[config.mk]
export PLATFORM = sky130hd
export DESIGN_NAME = week6_ex1_rr_arbiter_flat
export DESIGN_NICKNAME = d
export VERILOG_FILES = /design/src/rtl/week6_ex1_rr_arbiter_if.sv /design/src/rtl/week6_ex1_rr_arbiter.sv /design/src/flat_wrapper.sv
export SDC_FILE = /design/constraint.sdc
export NUM_CORES = 1
export LEC_CHECK = 0
export ABC_AREA = 1
export CORE_MARGIN = 2
export CORE_UTILIZATION = 40
export DETAILED_ROUTE_END_ITERATION = 10
export GPL_TIMING_DRIVEN = 0
export HOLD_SLACK_MARGIN = 0.06
export PLACE_DENSITY = 0.61
export SLEW_MARGIN = 20
export SYNTH_ARGS = -nofsm -noshare
export SYNTH_HDL_FRONTEND = slang
export SYNTH_SLANG_ARGS = --single-unit
[constraint.sdc]
create_clock -name clk -period 4.8 [get_ports clk]
set_input_delay 0.48 -clock clk [delete_from_list [all_inputs] [get_ports clk]]
set_output_delay 0.48 -clock clk [all_outputs]
set_load 0.05 [all_outputs]
[src/rtl/week6_ex1_rr_arbiter_if.sv]
// Request/grant bundle between four requesters and the round-robin arbiter.
// master = requester side (drives req), slave = arbiter side (drives grant outputs).
interface week6_ex1_rr_arbiter_if;
   logic [3:0] req;
   logic [3:0] grant;
   logic [1:0] grant_idx;
   logic       grant_valid;
   logic       timeout;

   modport master (
      output req,
      input  grant,
      input  grant_idx,
      input  grant_valid,
      input  timeout
   );

   modport slave (
      input  req,
      output grant,
      output grant_idx,
      output grant_valid,
      output timeout
   );
endinterface

[src/rtl/week6_ex1_rr_arbiter.sv]
// Four-way round-robin arbiter with grant hold; optional hold limit via HOLD_LIMIT_EN.
// Latency: 1 cycle from req to grant; owner keeps grant while requesting.
// Backpressure: none, requesters simply hold req until granted.
module week6_ex1_rr_arbiter #(
   parameter int MAX_HOLD = 8,
   parameter int CNT_W    = 8
) (
   input  logic                    clk,
   input  logic                    rst,
   week6_ex1_rr_arbiter_if.slave   bus
);

   typedef enum logic {S_IDLE, S_GRANT} state_t;

   state_t           r_state, w_state_nxt;
   logic [1:0]       r_idx, w_idx_nxt;
   logic [1:0]       r_last, w_last_nxt;
   logic             r_valid, w_valid_nxt;
   logic [CNT_W-1:0] r_hold, w_hold_nxt;
   logic [1:0]       w_pick_idle, w_pick_rot;
   logic [3:0]       w_others;
   logic [3:0]       w_grant;

`ifdef HOLD_LIMIT_EN
   localparam logic [CNT_W-1:0] HOLD_SAT = CNT_W'(MAX_HOLD);
   logic r_timeout, w_timeout_nxt;
`else
   localparam logic [CNT_W-1:0] HOLD_SAT = {CNT_W{1'b1}};
`endif

   // First set bit searching upward from base+1; falls back to base itself.
   function automatic logic [1:0] rr_pick(input logic [3:0] req, input logic [1:0] base);
      logic [1:0] sel;
      sel = base;
      for (int k = 3; k >= 1; k--) begin
         if (req[base + 2'(k)]) sel = base + 2'(k);
      end
      return sel;
   endfunction

   assign w_pick_idle = rr_pick(bus.req, r_last);
   assign w_pick_rot  = rr_pick(bus.req, r_idx);
   assign w_others    = bus.req & ~(4'b0001 << r_idx);

   always_ff @(posedge clk or posedge rst) begin
      if (rst) begin
         r_state <= S_IDLE;
         r_idx   <= 2'b00;
         r_last  <= 2'b11;
         r_valid <= 1'b0;
         r_hold  <= '0;
`ifdef HOLD_LIMIT_EN
         r_timeout <= 1'b0;
`endif
      end else begin
         r_state <= w_state_nxt;
         r_idx   <= w_idx_nxt;
         r_last  <= w_last_nxt;
         r_valid <= w_valid_nxt;
         r_hold  <= w_hold_nxt;
`ifdef HOLD_LIMIT_EN
         r_timeout <= w_timeout_nxt;
`endif
      end
   end

   always_comb begin
      w_state_nxt = r_state;
      w_idx_nxt   = r_idx;
      w_last_nxt  = r_last;
      w_valid_nxt = r_valid;
      w_hold_nxt  = r_hold;
`ifdef HOLD_LIMIT_EN
      w_timeout_nxt = 1'b0;
`endif
      case (r_state)
         S_IDLE: begin
            if (|bus.req) begin
               w_state_nxt = S_GRANT;
               w_idx_nxt   = w_pick_idle;
               w_last_nxt  = w_pick_idle;
               w_valid_nxt = 1'b1;
               w_hold_nxt  = CNT_W'(1);
            end
         end
         S_GRANT: begin
            if (bus.req[r_idx]) begin
`ifdef HOLD_LIMIT_EN
               // Owner exceeded its budget and someone else is waiting: hand over.
               if ((r_hold == HOLD_SAT) && (|w_others)) begin
                  w_idx_nxt     = w_pick_rot;
                  w_last_nxt    = w_pick_rot;
                  w_hold_nxt    = CNT_W'(1);
                  w_timeout_nxt = 1'b1;
               end else if (r_hold != HOLD_SAT) begin
                  w_hold_nxt = r_hold + CNT_W'(1);
               end
`else
               if (r_hold != HOLD_SAT) w_hold_nxt = r_hold + CNT_W'(1);
`endif
            end else if (|w_others) begin
               w_idx_nxt  = w_pick_rot;
               w_last_nxt = w_pick_rot;
               w_hold_nxt = CNT_W'(1);
            end else begin
               w_state_nxt = S_IDLE;
               w_valid_nxt = 1'b0;
               w_hold_nxt  = '0;
            end
         end
         default: begin
            w_state_nxt = S_IDLE;
            w_valid_nxt = 1'b0;
         end
      endcase
   end

   always_comb begin
      w_grant = 4'b0000;
      if (r_valid) w_grant[r_idx] = 1'b1;
   end

   assign bus.grant       = w_grant;
   assign bus.grant_idx   = r_idx;
   assign bus.grant_valid = r_valid;
`ifdef HOLD_LIMIT_EN
   assign bus.timeout     = r_timeout;
`else
   assign bus.timeout     = 1'b0;
`endif

endmodule

[src/flat_wrapper.sv]
// flat-port wrapper written by rule: the top's interface ports become plain ports
module week6_ex1_rr_arbiter_flat 
#(
   parameter int MAX_HOLD = 8,
   parameter int CNT_W    = 8
)
  (clk, rst, bus_req, bus_grant, bus_grant_idx, bus_grant_valid, bus_timeout);
  week6_ex1_rr_arbiter_if bus_i ();
  input  logic clk;
  input  logic rst;
  input wire logic [$bits(bus_i.req)-1:0] bus_req;
  output wire logic [$bits(bus_i.grant)-1:0] bus_grant;
  output wire logic [$bits(bus_i.grant_idx)-1:0] bus_grant_idx;
  output wire logic [$bits(bus_i.grant_valid)-1:0] bus_grant_valid;
  output wire logic [$bits(bus_i.timeout)-1:0] bus_timeout;
  assign bus_i.req = bus_req;
  assign bus_grant = bus_i.grant;
  assign bus_grant_idx = bus_i.grant_idx;
  assign bus_grant_valid = bus_i.grant_valid;
  assign bus_timeout = bus_i.timeout;
  week6_ex1_rr_arbiter #(.MAX_HOLD(MAX_HOLD), .CNT_W(CNT_W)) u_core (.clk(clk), .rst(rst), .bus(bus_i));
endmodule
Yosys cells after proc, flatten, opt, wreduce, memory -nomap -nowiden
Cells that the tools add are included.
- register bits after elaboration: 6
- output and inout bits: 8
- logic and storage cells: 66
- add/subtract/negate cells: 6
- order comparisons: 8
- equal/unequal tests: 4
- shifts and indexed selects: 1
- multiplexer cells: 35
- bitwise gates (word level): 3
- reductions and logical operators: 5
- operators with widths (operator ; number):
    2-bit by 3-bit less-than comparator with 1-bit output, second input constant ; 7
    2-bit two-way mux ; 9
    1-bit binary-select mux with 2-bit select ; 7
    1-bit two-way mux ; 14
    2-bit adder, second input constant ; 4
    4-bit OR reduction ; 2
    2-bit inequality test, second input constant ; 3
    3-bit AND reduction ; 2
    2-bit by 1-bit adder with 2-bit output, second input constant ; 2
    4-bit bitwise AND ; 1
    4-bit two-way mux ; 1
    4-bit NOT ; 1
    1-bit case mux with 2 select lines ; 2
    2-bit case mux with 2 select lines ; 1
    1-bit by 2-bit left shift with 4-bit output, first input constant ; 1
    1-bit demux with 2-bit select ; 1
    2-bit by 1-bit >= comparator with 1-bit output, second input constant ; 1
    2-bit by 1-bit inequality test with 1-bit output, second input constant ; 1
    1-bit logical AND ; 1
    1-bit NOT ; 1

Logic depth before layout (Yosys ltp)
- depth in word-level cells: 9
- mapped depth: 13

Worst setup path after synthesis
OpenSTA, ideal clock, no wires.
- path kind: register -> output
- from: register u_core.r_idx[0], in the netlist u_core.bus.grant_idx[0]
- to: output bus_grant[2]
- data arrival time: 1.411 ns
- data required time: 4.320 ns
- setup slack: 2.909 ns
- cell stages (with the launch flop): 6
- buffers on the path: 1
- cells stage by stage: dfrtp_1 > buf_6 > inv_2 > ha_1 > nand2_1 > inv_1
- word-level cells in the longest chain between the ends: 5
- elaborated cells on any way between the ends: 6
- classes of those cells: 2 x order compare; 3 x mux; 1 x reduce/logical
- ends and longest elaborated chain (element ; RTL line ; text):
    start, declared ; week6_ex1_rr_arbiter.sv:16 ; logic [1:0] r_idx, w_idx_nxt;
    start signal, assigned ; week6_ex1_rr_arbiter.sv:57 ; r_idx <= w_idx_nxt;
    2-bit by 3-bit less-than comparator with 1-bit output (not written as such) / 2-bit by 1-bit >= comparator with 1-bit output (equally long branches) ; week6_ex1_rr_arbiter.sv:120 ; if (r_valid) w_grant[r_idx] = 1'b1;
    1-bit logical AND (not written as such) ; week6_ex1_rr_arbiter.sv:120 ;
    1-bit two-way mux (not written as such) ; week6_ex1_rr_arbiter.sv:120 ;
    1-bit demux with 2-bit select (*) ; n/a ;
    4-bit two-way mux (*) ; week6_ex1_rr_arbiter.sv:120 ;
    end, declared ; flat_wrapper.sv:12 ; output wire logic [$bits(bus_i.grant)-1:0] bus_grant;
Every way passes the cells marked *; elsewhere a longest branch is shown, timed or not.

Worst setup path in the final report
Same ends and word-level chain as after synthesis.

==> run metrics <==
status completed; RSZ-0062 raised after global routing false; number of post-CTS setup repair buffers 0; post-DP HPWL about 1300 um; GRT overflow 0; fin crit period 2.469 ns; via-per-instance ratio roughly 4.7; gpl congestion between 0.8 and 0.9; Achievable Freq 405.1 MHz; antenna violations before repair 0; area growth from synthesis to layout 24.44%; Finished Core Util between 50 and 60%; vias in the first global route around 600; post-route ant nets 0; Sinks on Clock Net 6; most frequent cells in the layout nand2_1 (57), nand3_1 (14), inv_1 (12), clkdlybuf4s50_1 (12), inv_2 (6); worst hold path class in -> async; metal2 WL between 700 and 800 um; CTS Root Cell clkbuf_4; die area between 2000 and 2500 um2; count of boundary I/O pins 14; synthesized flop and latch total 6; Max IR drop VDD 0.0004318 V; Slew Limit Headroom roughly two thirds; CTS max path bufs 2; die width about 47 um; Antenna Cells 0; CTS Hold Bufs 0; worst skew pair latency between 0.2 and 0.3 ns; mapped cell area between 700 and 800 um2; largest net degree at the start of global routing 10; Setup crit start kind flip-flop; first-pass GRT wire length 2504 um; drt first pass iters 5; # setup viols final 0; Reg2Reg Setup Slack 3.04 ns; synthesized area per cell around 5.8 um2; Critical Path RT 4.32 ns; Worst Slack Setup Final about 2.3 ns; Leak between 0.5 and 0.6 nW; DR WL/cell 9.922 um; Layout Nets between 150 and 200; # DRC 0; Worst-path clk slew 0.05 ns; CP max FO 9; Fin. Hold Viols 0; final wirelength 1647 um; post-synthesis instance total 125; slowest stage delay, CP 0.79 ns; final setup TNS 0 ns; Power Dens Cells between 700 and 800 nW/um2; Slew Limit Fails 0; Total GRT Usage 16.45%; Post-Place Worst Slack 2.581 ns; Max-Cap Viols 0; CTS tree built; Worst Skew just over 0.007 ns; Netlist cell types 25; Syn. warnings 0; Max stage delay cell, worst path clkdlybuf4s50_1; WL met3 between 50 and 60 um; Setup Crit Path Kind reg -> out; Num CTS Buffers 3; core area between 1500 and 2000 um2; crit-path cells buf_6, inv_2, ha_1, nand2_1, inv_1, clkdlybuf4s50_1; pin slew with the least headroom to its limit between 0.4 and 0.5 ns; CP endpoint kind output pin; metal1 wirelength 803 um; Synthesized Nets between 100 and 150; post_cts resized 0; Initial Utilization around 42%; starting DRC count in detailed routing 15; fill count about 190; final period utilization 51.43%; sequential share of the synthesized area roughly a fifth; Die H approximately 47 um; via count 780; Max H-tree Level 1; commonest non-fill, non-tap cell in the layout nand2_1; share of post-route cells with drive strength above 1 roughly 14%; WP data arrival between 1.5 and 2 ns; PortBufs 12; Max Used Layer met4; row count 15
[path summary, 6_finish.rpt]
check | to | start | depth (start not counted)
min in group clk | u_core.r_last[1]$_DFFE_PP1P_ | u_core.r_last[1]$_DFFE_PP1P_ | 2
hold reg to reg | u_core.r_last[1]$_DFFE_PP1P_ | u_core.r_last[1]$_DFFE_PP1P_ | 2
setup / recovery | bus_grant[2] | u_core.bus.grant_idx[0]$_DFFE_PP0P_ | 6
setup reg to reg | u_core.bus.grant_idx[0]$_DFFE_PP0P_ | u_core.bus.grant_idx[0]$_DFFE_PP0P_ | 13
max in group asynchronous | u_core.r_last[0]$_DFFE_PP1P_ | rst | 2
hold / removal | u_core.bus.grant_idx[0]$_DFFE_PP0P_ | rst | 2
[worst max-delay path, delay by kind of cell, from the launching register on]
kind / cells / cell delay, ns
adders and majority gates: 1 / 0.17
buffers and inverters: 4 / 1.09
DFF: 1 / 0.42
and+or+nand+nor: 1 / 0.05
[report_power, final]
| group | internal [mW] | switching [mW] |
|---|---|---|
| registers | 0.0832 | 0.0368 |
| logic | 0.195 | 0.352 |
| clock network | 0.0315 | 0.0181 |
| total | 0.309 | 0.406 |
[stage by stage]
stage / hold slack, ns / cells / instance area, um2 / total power [mW]
detailed placement: 0.5164 / 162 / 878.3 / 0.6673
global placement: 0.5122 / 162 / 878.3 / 0.6624
global route: 0.4711 / 166 / 904.6 / 0.7982
CTS: 0.4325 / 166 / 904.6 / 0.7215
floorplan: 0.2695 / 125 / 726.9 / 0.5416
finish: 0.4351 / 166 / 904.6 / 0.7157
[routing by layer]
metal	track usage, %	vias to the layer above
li1	-	417
met1	22.04	340
met2	26.39	21
met3	1.176	2
met4	8.333	0
met5	0	-
[cells by family (layout without fill, tap and decap cells)]
family	count (synthesis)	count (layout)	synth area share, %
AOI/OAI and AO/OA	10	10	7.918
buffers and inverters	23	39	15.15
adders and majority gates	4	4	6.885
DFF	6	6	21.00
and+or+nand+nor	81	81	48.54
other	1	1	0.5159
[final cells by class]
type / instances / area (um2) / area share (%)
Buffer: 3 / 30.03 / 3.320
Timing Repair Buffer: 12 / 120.1 / 13.28
Tap cell: 25 / 31.28 / 3.458
Sequential cell: 6 / 152.6 / 16.87
Clock buffer: 4 / 26.28 / 2.905
Multi-Input combinational cell: 96 / 464.2 / 51.31
Inverter: 20 / 80.08 / 8.852
[synthesized netlist by cell type]
cell,number,area [um2]
nand2_2,2,12.51
buf_4,1,7.510
nand4_1,2,12.51
or2_1,1,6.260
dfstp_2,2,52.55
ha_1,4,50.05
nand2_1,57,214.0
o21ai_0,1,5.000
nor2_1,1,3.750
o31ai_1,1,7.510
o21ai_2,1,8.760
nor3_2,1,10.01
or2_0,2,12.51
nor2_4,1,11.26
dfrtp_1,4,100.1
a21oi_1,4,20.02
clkinv_1,1,3.750
o21ai_1,2,10.01
o22ai_1,1,6.260
inv_2,6,22.52
inv_1,12,45.04
nand3_1,14,70.07
conb_1,1,3.750
inv_6,1,8.760
buf_6,2,22.52
[state kept, by name (all words and copies together), names as in the netlist]
signal	count
u_core.r_last	2
u_core.bus.grant_valid	1
u_core.r_state	1
u_core.bus.grant_idx	2
Note: power is estimated with default switching activity, not from simulation.
